===== config.mk =====
export PLATFORM = sky130hd
export DESIGN_NAME = roulette_reader_flat
export DESIGN_NICKNAME = d
export VERILOG_FILES = /design/src/rtl/roulette_reader_if.sv /design/src/rtl/roulette_reader.sv /design/src/flat_wrapper.sv
export SDC_FILE = /design/constraint.sdc
export NUM_CORES = 1
export LEC_CHECK = 0
export ABC_AREA = 1
export CORE_MARGIN = 10
export CORE_UTILIZATION = 25
export DETAILED_ROUTE_END_ITERATION = 16
export PLACE_DENSITY_LB_ADDON = 0.3
export SYNTH_ARGS = -nofsm -noshare
export SYNTH_HDL_FRONTEND = slang
export SYNTH_SLANG_ARGS = --single-unit

===== constraint.sdc =====
create_clock -name clk -period 4.1 [get_ports clk]
set_input_delay 0.615 -clock clk [delete_from_list [all_inputs] [get_ports clk]]
set_output_delay 0.615 -clock clk [all_outputs]
set_load 0.05 [all_outputs]

===== src/rtl/roulette_reader_if.sv =====
// Signal bundle between the roulette driver/button side and roulette_reader.
// The reader consumes seg_in/key_n and produces the decoded and captured results.
interface roulette_reader_if;
  logic [6:0] seg_in;
  logic       key_n;
  logic [2:0] pos;
  logic       pos_valid;
  logic       hold;
  logic       hit;
  logic       err;
  logic [7:0] hit_cnt;

  modport master (
    output seg_in, key_n,
    input  pos, pos_valid, hold, hit, err, hit_cnt
  );

  modport slave (
    input  seg_in, key_n,
    output pos, pos_valid, hold, hit, err, hit_cnt
  );
endinterface


===== src/rtl/roulette_reader.sv =====
// Reads a spinning one-hot 7-segment roulette, freezes it on a debounced button
// press, and reports whether the captured segment is the winning one.
module roulette_reader #(
  parameter int unsigned DEBOUNCE_CYCLES = 500000,
  parameter int unsigned TARGET          = 0
) (
  input  logic              clk,
  input  logic              rst,
  roulette_reader_if.slave  bus
);

  localparam int unsigned CNT_W = (DEBOUNCE_CYCLES < 1) ? 1 : $clog2(DEBOUNCE_CYCLES + 1);
  localparam logic [CNT_W-1:0] CNT_LAST = CNT_W'(DEBOUNCE_CYCLES - 1);

  typedef enum logic {RUN, HOLD} state_e;

  logic             key_s1_q, key_s2_q;
  logic             key_db_q, key_db_prev_q;
  logic [CNT_W-1:0] db_cnt_q;
  logic             press;

  logic [5:0]       lit;
  logic [2:0]       n_lit;
  logic [2:0]       live_pos_d, live_pos_q;
  logic             live_valid_d, live_valid_q;

  state_e           state_q;
  logic [2:0]       pos_q;
  logic             pos_valid_q, hold_q, hit_q, err_q;
  logic [7:0]       hit_cnt_q;

  // NOTE: sequential state uses non-blocking assignments so every flop samples
  // pre-edge values and the two synchronizer stages really are two stages.
  always_ff @(posedge clk) begin
    if (rst) begin
      key_s1_q <= 1'b1;
      key_s2_q <= 1'b1;
    end else begin
      key_s1_q <= bus.key_n;
      key_s2_q <= key_s1_q;
    end
  end

  // Level only flips after an unbroken run of samples that disagree with it.
  always_ff @(posedge clk) begin
    if (rst) begin
      key_db_q      <= 1'b1;
      key_db_prev_q <= 1'b1;
      db_cnt_q      <= '0;
    end else begin
      key_db_prev_q <= key_db_q;
      if (key_s2_q != key_db_q) begin
        if (db_cnt_q == CNT_LAST) begin
          key_db_q <= key_s2_q;
          db_cnt_q <= '0;
        end else begin
          db_cnt_q <= db_cnt_q + 1'b1;
        end
      end else begin
        db_cnt_q <= '0;
      end
    end
  end

  assign press = key_db_prev_q & ~key_db_q;

  // NOTE: every variable gets a default at the top of always_comb so no path
  // leaves it unassigned and no latch is inferred.
  always_comb begin
    lit          = ~bus.seg_in[5:0];
    n_lit        = '0;
    live_pos_d   = '0;
    for (int k = 0; k < 6; k++) begin
      if (lit[k]) begin
        live_pos_d = 3'(k);
        n_lit      = n_lit + 3'd1;
      end
    end
    live_valid_d = (n_lit == 3'd1) && bus.seg_in[6];
    if (!live_valid_d) live_pos_d = '0;
  end

  always_ff @(posedge clk) begin
    if (rst) begin
      live_pos_q   <= '0;
      live_valid_q <= 1'b0;
    end else begin
      live_pos_q   <= live_pos_d;
      live_valid_q <= live_valid_d;
    end
  end

  always_ff @(posedge clk) begin
    if (rst) begin
      state_q     <= RUN;
      pos_q       <= '0;
      pos_valid_q <= 1'b0;
      hold_q      <= 1'b0;
      hit_q       <= 1'b0;
      err_q       <= 1'b0;
      hit_cnt_q   <= '0;
    end else begin
      case (state_q)
        RUN: begin
          if (press) begin
            state_q     <= HOLD;
            hold_q      <= 1'b1;
            pos_q       <= live_pos_q;
            pos_valid_q <= live_valid_q;
            err_q       <= ~live_valid_q;
            hit_q       <= live_valid_q && (live_pos_q == 3'(TARGET));
            if (live_valid_q && (live_pos_q == 3'(TARGET)) && (hit_cnt_q != 8'hFF))
              hit_cnt_q <= hit_cnt_q + 8'd1;
          end else begin
            pos_q       <= live_pos_d;
            pos_valid_q <= live_valid_d;
            hit_q       <= 1'b0;
            err_q       <= 1'b0;
          end
        end
        HOLD: begin
          if (press) begin
            state_q <= RUN;
            hold_q  <= 1'b0;
            hit_q   <= 1'b0;
            err_q   <= 1'b0;
          end
        end
        default: state_q <= RUN;
      endcase
    end
  end

  assign bus.pos       = pos_q;
  assign bus.pos_valid = pos_valid_q;
  assign bus.hold      = hold_q;
  assign bus.hit       = hit_q;
  assign bus.err       = err_q;
  assign bus.hit_cnt   = hit_cnt_q;

endmodule


===== src/flat_wrapper.sv =====
// flat-port wrapper written by rule: the top's interface ports become plain ports
module roulette_reader_flat 
#(
  parameter int unsigned DEBOUNCE_CYCLES = 500000,
  parameter int unsigned TARGET          = 0
)
  (clk, rst, bus_seg_in, bus_key_n, bus_pos, bus_pos_valid, bus_hold, bus_hit, bus_err, bus_hit_cnt);
  roulette_reader_if bus_i ();
  input  logic clk;
  input  logic rst;
  input wire logic [$bits(bus_i.seg_in)-1:0] bus_seg_in;
  input wire logic [$bits(bus_i.key_n)-1:0] bus_key_n;
  output wire logic [$bits(bus_i.pos)-1:0] bus_pos;
  output wire logic [$bits(bus_i.pos_valid)-1:0] bus_pos_valid;
  output wire logic [$bits(bus_i.hold)-1:0] bus_hold;
  output wire logic [$bits(bus_i.hit)-1:0] bus_hit;
  output wire logic [$bits(bus_i.err)-1:0] bus_err;
  output wire logic [$bits(bus_i.hit_cnt)-1:0] bus_hit_cnt;
  assign bus_i.seg_in = bus_seg_in;
  assign bus_i.key_n = bus_key_n;
  assign bus_pos = bus_i.pos;
  assign bus_pos_valid = bus_i.pos_valid;
  assign bus_hold = bus_i.hold;
  assign bus_hit = bus_i.hit;
  assign bus_err = bus_i.err;
  assign bus_hit_cnt = bus_i.hit_cnt;
  roulette_reader #(.DEBOUNCE_CYCLES(DEBOUNCE_CYCLES), .TARGET(TARGET)) u_core (.clk(clk), .rst(rst), .bus(bus_i));
endmodule

After elaboration in Yosys (flattened, before gate mapping)

Index checks and enable logic that the tools add are counted.
W data, S select, Z words.

Bits in read-only memories: 0
Memories: 0
Bits in latches: 0
Register bits: 43
Word-level logic and storage cells: 65
Output and inout port bits: 15
Input port bits: 10
RAM bits: 0

Add/subtract/negate cells: 7
Muxes and demuxes: 24
Shift-type cells: 0
Equality and inequality tests: 6
Reduce and logical (&&, ||, !) cells: 8
Bitwise operators: 6
Order comparisons: 0
$mul: 0
Div/mod/pow operators: 0

Operators by type and width:

| kind                    | number |
|---|---|
| $mux W3                 | 9 |
| $add A19 B1 Y19 const B | 1 |
| $eq A19 B19 Y1 const B  | 1 |
| $add A3 B1 Y3 const B   | 4 |
| $mux W1                 | 9 |
| $add A8 B1 Y8 const B   | 1 |
| $ne A8 B8 Y1 const B    | 1 |
| $pmux W1 S2             | 4 |
| $not A6 Y6              | 1 |
| $mux W2                 | 2 |
| $ne A2 B1 Y1 const B    | 2 |
| $not A1 Y1              | 4 |
| $reduce_and A2 Y1       | 2 |
| $eq A3 B1 Y1 const B    | 1 |
| $logic_and A1 B1 Y1     | 3 |
| $logic_not A3 Y1        | 1 |
| $reduce_and A3 Y1       | 1 |
| $reduce_or A3 Y1        | 1 |
| $add A1 B1 Y2 const B   | 1 |
| $and A1 B1 Y1           | 1 |
| $ne A1 B1 Y1            | 1 |

Depth between registers and ports, before layout

Gate-level depths: netlist (run 1).

Depth after elaboration: 16
Depth in mapped cells: 24
Gate-level depth less buffers: 24

Worst setup path after synthesis (run 1)

Ideal clock, no wire load.

Path kind: input to register
Start: input port bus_seg_in[1]
End: register u_core.pos_q[1] (netlist: u_core.bus.pos[1])
Stages: 20
Arrival: 3.063 ns
Path buffers: 0
Data required time: 4.030 ns
Library setup time: 0.070 ns
Slack: 0.967 ns
Cell sequence: inv_1 ha_1 inv_1 nand2_2 nand2_1 ha_1 nand2_1 nand2_1 ha_1 or2_2 nand2_1 inv_1 ha_1 nand2_1 nand3_1 nand2_1 a21oi_1 nor2_2 nand4_1 a21oi_1

Word-level cells in the longest chain between the ends: 14

RTL lines:

| item                    | line                   | text |
|---|---|---|
| start, declared         | flat_wrapper.sv:11     | `input wire logic [$bits(bus_i.seg_in)-1:0] bus_seg_in;` |
| $not A6 Y6 (*)          | roulette_reader.sv:70  | `lit = ~bus.seg_in[5:0];` |
| $mux W3 (*)             | roulette_reader.sv:74  | `if (lit[k]) begin` |
| $add A3 B1 Y3           | roulette_reader.sv:76  | `n_lit = n_lit + 3'd1;` |
| $mux W3 (*)             | roulette_reader.sv:74  |  |
| $add A3 B1 Y3           | roulette_reader.sv:76  |  |
| $mux W3 (*)             | roulette_reader.sv:74  |  |
| $add A3 B1 Y3           | roulette_reader.sv:76  |  |
| $mux W3 (*)             | roulette_reader.sv:74  |  |
| $add A3 B1 Y3           | roulette_reader.sv:76  |  |
| $mux W3 (*)             | roulette_reader.sv:74  |  |
| $eq A3 B1 Y1 (*)        | roulette_reader.sv:79  | `live_valid_d = (n_lit == 3'd1) && bus.seg_in[6];` |
| $logic_and A1 B1 Y1 (*) | roulette_reader.sv:79  |  |
| $mux W3 (*)             | roulette_reader.sv:80  | `if (!live_valid_d) live_pos_d = '0;` |
| $mux W3 (*)             | roulette_reader.sv:105 | `if (press) begin` |
| end signal, assigned    | roulette_reader.sv:108 | `pos_q <= live_pos_q;` |
| end signal, assigned    | roulette_reader.sv:115 | `pos_q <= live_pos_d;` |
| end, declared           | roulette_reader.sv:28  | `logic [2:0] pos_q;` |

Every way passes the cells marked *; elsewhere a longest branch is shown, timed or not.
A chain may end at the register's enable or synchronous reset.

Final worst setup path (run 1)

Start: input port bus_seg_in[1]
End: register u_core.pos_q[0] (netlist: u_core.bus.pos[0])

Word-level cells in the longest chain between the ends: 14
Elaborated cells between the ends (all ways): 19
Those cells by class: add/sub: 4; eq/ne: 1; mux: 12; bitwise: 1; reduce/logical: 1

RTL lines:

| item                | line |
|---|---|
| $not A6 Y6 (*)      | roulette_reader.sv:70 |
| $mux W3             | roulette_reader.sv:74 |
| $add A3 B1 Y3       | roulette_reader.sv:76 |
| $mux W3             | roulette_reader.sv:74 |
| $add A3 B1 Y3       | roulette_reader.sv:76 |
| $mux W3             | roulette_reader.sv:74 |
| $add A3 B1 Y3       | roulette_reader.sv:76 |
| $mux W3             | roulette_reader.sv:74 |
| $add A3 B1 Y3       | roulette_reader.sv:76 |
| $mux W3             | roulette_reader.sv:74 |
| $eq A3 B1 Y1        | roulette_reader.sv:79 |
| $logic_and A1 B1 Y1 | roulette_reader.sv:79 |
| $mux W3 (*)         | roulette_reader.sv:80 |
| $mux W3 (*)         | roulette_reader.sv:105 |

Marks and branches as above.

==> impl_metrics.py, run 1 <==
metrics = {
    "clock_network": {
        "cts_buffers": 5,
        "hold_buffers": 0,
        "cts_resized": 0,
        "htreeDepth": 2,
        "clk_latency_ns": 0.30,
        "clk_pin_slew_ns": 0.09,
        "tritoncts": "yes",
        "clkSinkCount": 43,
        "clk_path_buf_depth": 2,
        "post_cts_buffers": 0,
        "cts_root_buf": "clkbuf_8",
    },
    "final_layout": {
        "syn_to_final_growth_pct": 20.0,
        "seq_area_sq_um": 861,
        "drive_gt1_share_pct": 11.9,
        "multi_input_area_sq_um": 1210,
        "fin_area_sq_um": 2750,
        "fillers": 947,
        "antenna_cells": 0,
        "nets": 372,
    },
    "drt": {
        "firstDrtPassIters": 5,
        "drt-vias-per-instance": 4.38,
        "num_vias": 2024,
        "wl_mm": 4.90,
        "drtIter0Drc": 85,
        "drc": 0,
        "wire_per_inst_um": 10.6,
        "antenna_left": 0,
    },
    "sta": {
        "finalHoldViolCount": 0,
        "slew_violations": 0,
        "rsz0062_at_grt": "false",
        "worst_pin_slew_ns": 0.595,
        "period_needed_ns": 3.53,
        "fin_crit_sh_pct": 86.0,
        "tns_ns": 0,
        "max-slew-margin-rel_pct": 60.3,
        "clock.fmax_ghz": 0.283,
        "setup_violations": 0,
        "clock_skew_ns": 0.00933,
    },
    "power_and_ir_drop": {
        "switchingPower_uw": 215,
        "pwr-share-clk_pct": 36.4,
        "p_int_uw": 594,
        "pwr-share-comb_pct": 11.3,
        "leakagePower_uw": 0.00110,
        "swShare_pct": 26.6,
        "p_per_area_nw_per_um2": 294,
        "pwr-share-seq_pct": 52.3,
        "ir_drop_mv": 0.124,
    },
    "synthesis": {
        "synth_mux_area_share_pct": 0,
        "synth-edff-count": 0,
        "yosys.area_share.simple_pct": 37.9,
        "synthArstFlopShare_pct": 0,
        "synth_top_area_share_pct": 37.5,
        "yosysMostFrequentCell": "nand2_1",
        "synth_top_family_by_area": "simple AND/OR/NAND/NOR gates",
        "yosys.area.top_type": "dfxtp_1",
        "syn-cell-area_sq_um": 2290,
        "synthCells": 325,
        "synth_seq_cells": 43,
        "synth_common_cells": "65 x nand2_1, 45 x inv_1, 43 x dfxtp_1",
        "avgSynthCellArea_sq_um": 7.06,
        "yosys.area_share.adder_pct": 4.91,
        "synth_xor_area_share_pct": 1.53,
        "ys_types": 32,
        "ys_seq_area_share_pct": 37.5,
        "syn_nets": 344,
        "synth_compound_area_share_pct": 8.67,
        "synth_flop_cell": "dfxtp_1",
        "yosys-top-cells-area": "dfxtp_1 38%, nand2_1 11%, inv_1 7.4%",
        "ys_warn_count": 0,
    },
    "worst_setup_path": {
        "worst_ep_required_time_ns": 4.33,
        "start_kind": "input port",
        "slowest_delay_ns": 0.48,
        "worst-path-buf-inv": 4,
        "crit_path_frequent_cell": "nand2_1",
        "crit_family": "simple AND/OR/NAND/NOR gates",
        "end_kind": "flip-flop",
        "worstReg2RegEnd": "u_core.db_cnt_q[16]",
        "path_max_fanout": 5,
        "reg2regPathDepth": 10,
        "rrSetupSlack_ns": 2.05,
        "crit_chain": "clkdlybuf4s50_1 -> inv_1 -> ha_1 -> inv_1 -> nand2_2 -> nand2_1 -> ha_1 -> nand2_1 -> nand2_1 -> ha_1 -> or2_2 -> nand2_1 -> inv_1 -> ha_1 -> nand2_1 -> nand3_1 -> nand2_1 -> a21oi_1 -> nor2_2 -> nand4_1 -> a21oi_1",
        "cp-startpoint": "bus_seg_in[1]",
        "crit_path_end": "u_core.bus.pos[0]",
        "arrival_ns": 3.76,
        "crit_type": "input port to flip-flop",
        "r2r_start": "u_core.db_cnt_q[0]",
        "cp_slowest_cell": "clkdlybuf4s50_1",
        "cp.depth": 21,
    },
    "floorplan": {
        "chipHeight_um": 116,
        "ios": 25,
        "core_area_sq_um": 8810,
        "rows": 34,
        "die_x_um": 116,
        "design.die.area_sq_um": 13400,
        "start_util_pct": 26.0,
    },
    "placed_design": {
        "gp_congestion": 0.844,
        "dp_hpwl_mm": 3.84,
        "port_buffers": 24,
        "place_area_sq_um": 2650,
    },
    "grt": {
        "track_usage_pct": 7.88,
        "grt_max_degree": 17,
        "grt_pass1_wl_mm": 8.76,
        "grt_pass1_vias": 1994,
        "antenna_found_initial": 0,
        "grt_overflow": 0,
    },
    "outcome": {
        "status": "finished, final reports clean",
    },
    "flow_run": {
        "cap_violations": 0,
    },
    "worst_hold_path": {
        "hold_class": "flip-flop to flip-flop",
    },
}
## power groups by stage
| stage | Sequential, uW | Clock, uW | Combinational, uW |
|---|---|---|---|
| 6_report | 423 | 295 | 91.5 |
| 5_1_grt | 424 | 327 | 106 |
| 4_1_cts | 423 | 307 | 93.0 |
| 3_5_place_dp | 433 | 0 | 92.6 |
| 3_3_place_gp | 433 | 0 | 92.4 |
| 2_1_floorplan | 437 | 0 | 62.4 |
## sequential cells by signal (all words and copies together) (netlist names), 3 cells and up
signal / flops
u_core.bus.hit_cnt: 8
u_core.db_cnt_q: 19
u_core.bus.pos: 3
u_core.live_pos_q: 3
## metal layers
layer	vias to the layer above	wire length [um]	share of wire (%)	global-route usage, %
li1	1104	-	-	-
met5	-	0	0	0
met3	4	161	3.3	2.07
met1	903	2310	47	9.04
met4	0	37	0.75	2.50
met2	13	2390	49	14.0
## logic make-up (layout without fill, tap and decap cells)
group | Yosys count | in the layout
and+or+nand+nor | 174 | 174
xor gates and xnor gates | 4 | 4
DFF | 43 | 43
AOI/OAI and AO/OA | 38 | 38
adders and majority gates | 9 | 9
buffers and inverters | 57 | 86
## cell type report
type | count | area share [%]
repair buffers | 24 | 8.73
inverters | 54 | 7.36
multi-input cells | 225 | 44.1
flip-flops and latches | 43 | 31.3
clock inverters | 2 | 0.591
well taps | 108 | 4.91
clock buffers | 6 | 3.00
## per-stage QoR
step | cells | setup slack (ns) | utilization (%) | hold WS [ns] | power (uW)
after CTS | 462 | 0.560 | 31.3 | 0.419 | 824
after global placement | 454 | 0.296 | 30.1 | 0.396 | 525
final | 462 | 0.573 | 31.3 | 0.418 | 809
after floorplan | 325 | 0.967 | - | 0.389 | 500
after detailed placement | 454 | 0.255 | 30.1 | 0.397 | 525
after global routing | 462 | 0.302 | 31.3 | 0.436 | 856
## cell usage in the layout, fill, tap and decap left out, types with 9 or more instances in the layout
cell type	netlist	layout
clkdlybuf4s50_1	0	24
nand3_1	18	18
o21ai_0	14	14
nand4_1	13	13
nor3_1	9	9
nand2_1	65	65
nor2_1	33	33
a21oi_1	19	19
inv_1	45	45
dfxtp_1	43	43
ha_1	9	9
## how the worst min path moves through the flow
stage / slack, ns / endpoint / from / cells after the start
2_1_floorplan: 0.39 / u_core.key_s2_q / u_core.key_s1_q / 1
3_3_place_gp: 0.40 / u_core.key_s2_q / u_core.key_s1_q / 1
3_5_place_dp: 0.40 / u_core.key_s2_q / u_core.key_s1_q / 1
4_1_cts: 0.42 / u_core.key_s2_q / u_core.key_s1_q / 1
5_1_grt: 0.44 / u_core.key_s2_q / u_core.key_s1_q / 1
6_report: 0.42 / u_core.key_s2_q / u_core.key_s1_q / 1
Note: power is estimated with default switching activity, not from simulation.
==> run 2: changes to the inputs <==
PLACE_DENSITY = 0.39   (was not set)
PLACE_DENSITY_LB_ADDON = not set   (was 0.3)
RECOVER_POWER = 50   (was not set)
==> run 2 against run 1 <==
Net effect: total power down 4.4%; hold slack got worse by 0.0053 ns; critical path depth rose by 2; combinational power is 0.5% higher; register-to-register slack better by 0.08 ns; die area unchanged; final cell count is the same; sequential power about the same; clock power is 12% lower; critical endpoint is now u_core.live_pos_q[0]; highest routed layer unchanged.
==> impl_metrics.py, run 2 (synthesis gave the netlist of run 1 again) <==
metrics = {
    "clock_network": {
        "hold_buffers": 0,
        "htreeDepth": 2,
        "tritoncts": "yes",
        "cts_buffers": 5,
        "clkSinkCount": 43,
        "cts_resized": 0,
        "clk_pin_slew_ns": 0.08,
        "cts_root_buf": "clkbuf_8",
        "clk_latency_ns": 0.29,
        "clk_path_buf_depth": 2,
        "post_cts_buffers": 0,
    },
    "final_layout": {
        "mostFrequentLayoutCell": "nand2_1",
        "regMostFlops": "u_core.db_cnt_q",
        "syn_to_final_growth_pct": 18.8,
        "drive_gt1_share_pct": 10.2,
        "fin_area_sq_um": 2730,
        "nets": 372,
        "layout_common_cells": "66 x nand2_1, 46 x inv_1, 43 x dfxtp_1",
        "antenna_cells": 0,
        "largest_reg_flops": 19,
    },
    "drt": {
        "firstDrtPassIters": 4,
        "wire_per_inst_um": 11.4,
        "drc": 0,
        "antenna_left": 0,
        "wl_mm": 5.27,
        "num_vias": 1983,
        "drt-vias-per-instance": 4.29,
        "drtIter0Drc": 75,
    },
    "placed_design": {
        "port_buffers": 24,
        "place_area_sq_um": 2650,
        "place_ws_ns": 0.204,
        "dp_hpwl_mm": 4.04,
        "gp_congestion": 0.791,
    },
    "grt": {
        "track_usage_pct": 8.25,
        "grt_max_degree": 17,
        "grt_pass1_vias": 1980,
        "grt_overflow": 0,
        "antenna_found_initial": 0,
        "grt_pass1_wl_mm": 9.07,
    },
    "floorplan": {
        "ios": 25,
        "die_x_um": 116,
        "start_util_pct": 26.0,
        "rows": 34,
        "chipHeight_um": 116,
        "design.die.area_sq_um": 13400,
        "core_area_sq_um": 8810,
    },
    "worst_setup_path": {
        "reg2regPathDepth": 10,
        "worstReg2RegEnd": "u_core.db_cnt_q[16]",
        "start_kind": "input port",
        "path_max_fanout": 5,
        "crit_type": "input port to flip-flop",
        "end_kind": "flip-flop",
        "rrSetupSlack_ns": 2.13,
        "r2r_start": "u_core.db_cnt_q[0]",
        "arrival_ns": 3.81,
        "worst_ep_required_time_ns": 4.32,
        "cp-startpoint": "bus_seg_in[1]",
    },
    "worst_hold_path": {
        "hold_class": "flip-flop to flip-flop",
        "hold_start": "u_core.key_s1_q",
        "min_to": "u_core.key_s2_q",
        "hold_depth": 1,
    },
    "power_and_ir_drop": {
        "ir_drop_mv": 0.112,
        "p_per_area_nw_per_um2": 284,
        "leakagePower_uw": 0.00115,
    },
    "sta": {
        "slew_violations": 0,
        "period_needed_ns": 3.59,
        "rsz0062_at_grt": "false",
        "tns_ns": 0,
        "hold_ws_ns": 0.412,
        "fin_crit_sh_pct": 87.4,
        "worst_pin_slew_ns": 0.618,
        "finalHoldViolCount": 0,
        "clock.fmax_ghz": 0.279,
        "clock_skew_ns": 0.00771,
        "max-slew-margin-rel_pct": 58.7,
        "layout_setup_ws_ns": 0.515,
        "setup_violations": 0,
    },
    "outcome": {
        "status": "finished, final reports clean",
    },
    "flow_run": {
        "cap_violations": 0,
    },
}
run 2: cell type report:
| type | instances | area, sq um |
|---|---|---|
| tap | 108 | 135 |
| clock buffer | 7 | 76.3 |
| inverter | 54 | 203 |
| multi-input combinational | 225 | 1200 |
| clock inverter | 1 | 5.00 |
| fill | 990 | 6080 |
| timing repair buffer | 24 | 240 |
| sequential | 43 | 861 |
run 2: worst max-delay path, cell delays in order:
cell and delay, ns:
clkdlybuf4s50_1 0.48, inv_1 0.07, ha_1 0.33, inv_1 0.07, nand2_2 0.08, nand2_1 0.07
ha_1 0.29, nand2_1 0.08, nand2_1 0.06, ha_1 0.26, or2_2 0.27, nand2_1 0.10
inv_1 0.05, ha_1 0.18, nand2_1 0.07, nand3_1 0.06, nand2_1 0.08, a21oi_1 0.05
nor2_2 0.25, nand2_4 0.08, inv_2 0.07, nand2_1 0.05, nor2_1 0.10
run 2: per-stage QoR:
stage / cells / utilization (%) / total power [uW]
after floorplan: 325 / - / 500
after CTS: 462 / 31.1 / 792
after global routing: 462 / 30.9 / 818
final: 462 / 30.9 / 774
after detailed placement: 454 / 30.1 / 526
after global placement: 454 / 30.1 / 528
run 2: layer usage:
layer / GRT usage, % / up-vias / share of wire (%)
li1: - / 1104 / -
met1: 10.0 / 854 / 49
met2: 13.7 / 23 / 46
met3: 2.64 / 2 / 4.7
met4: 2.25 / 0 / 0.57
met5: 0 / - / 0
run 2: worst max-delay path by stage:
stage,end,depth (start not counted)
floorplan,u_core.bus.pos[1],20
global placement,u_core.bus.pos[0],21
detailed placement,u_core.live_pos_q[0],23
CTS,u_core.live_pos_q[0],23
global route,u_core.live_pos_q[0],23
finish,u_core.live_pos_q[0],23
run 2: power by group:
group	switching (uW)	total, uW	internal [uW]
combinational	57.7	92.0	34.2
sequential	1.81	423	421
clock	139	259	120
total	199	774	575
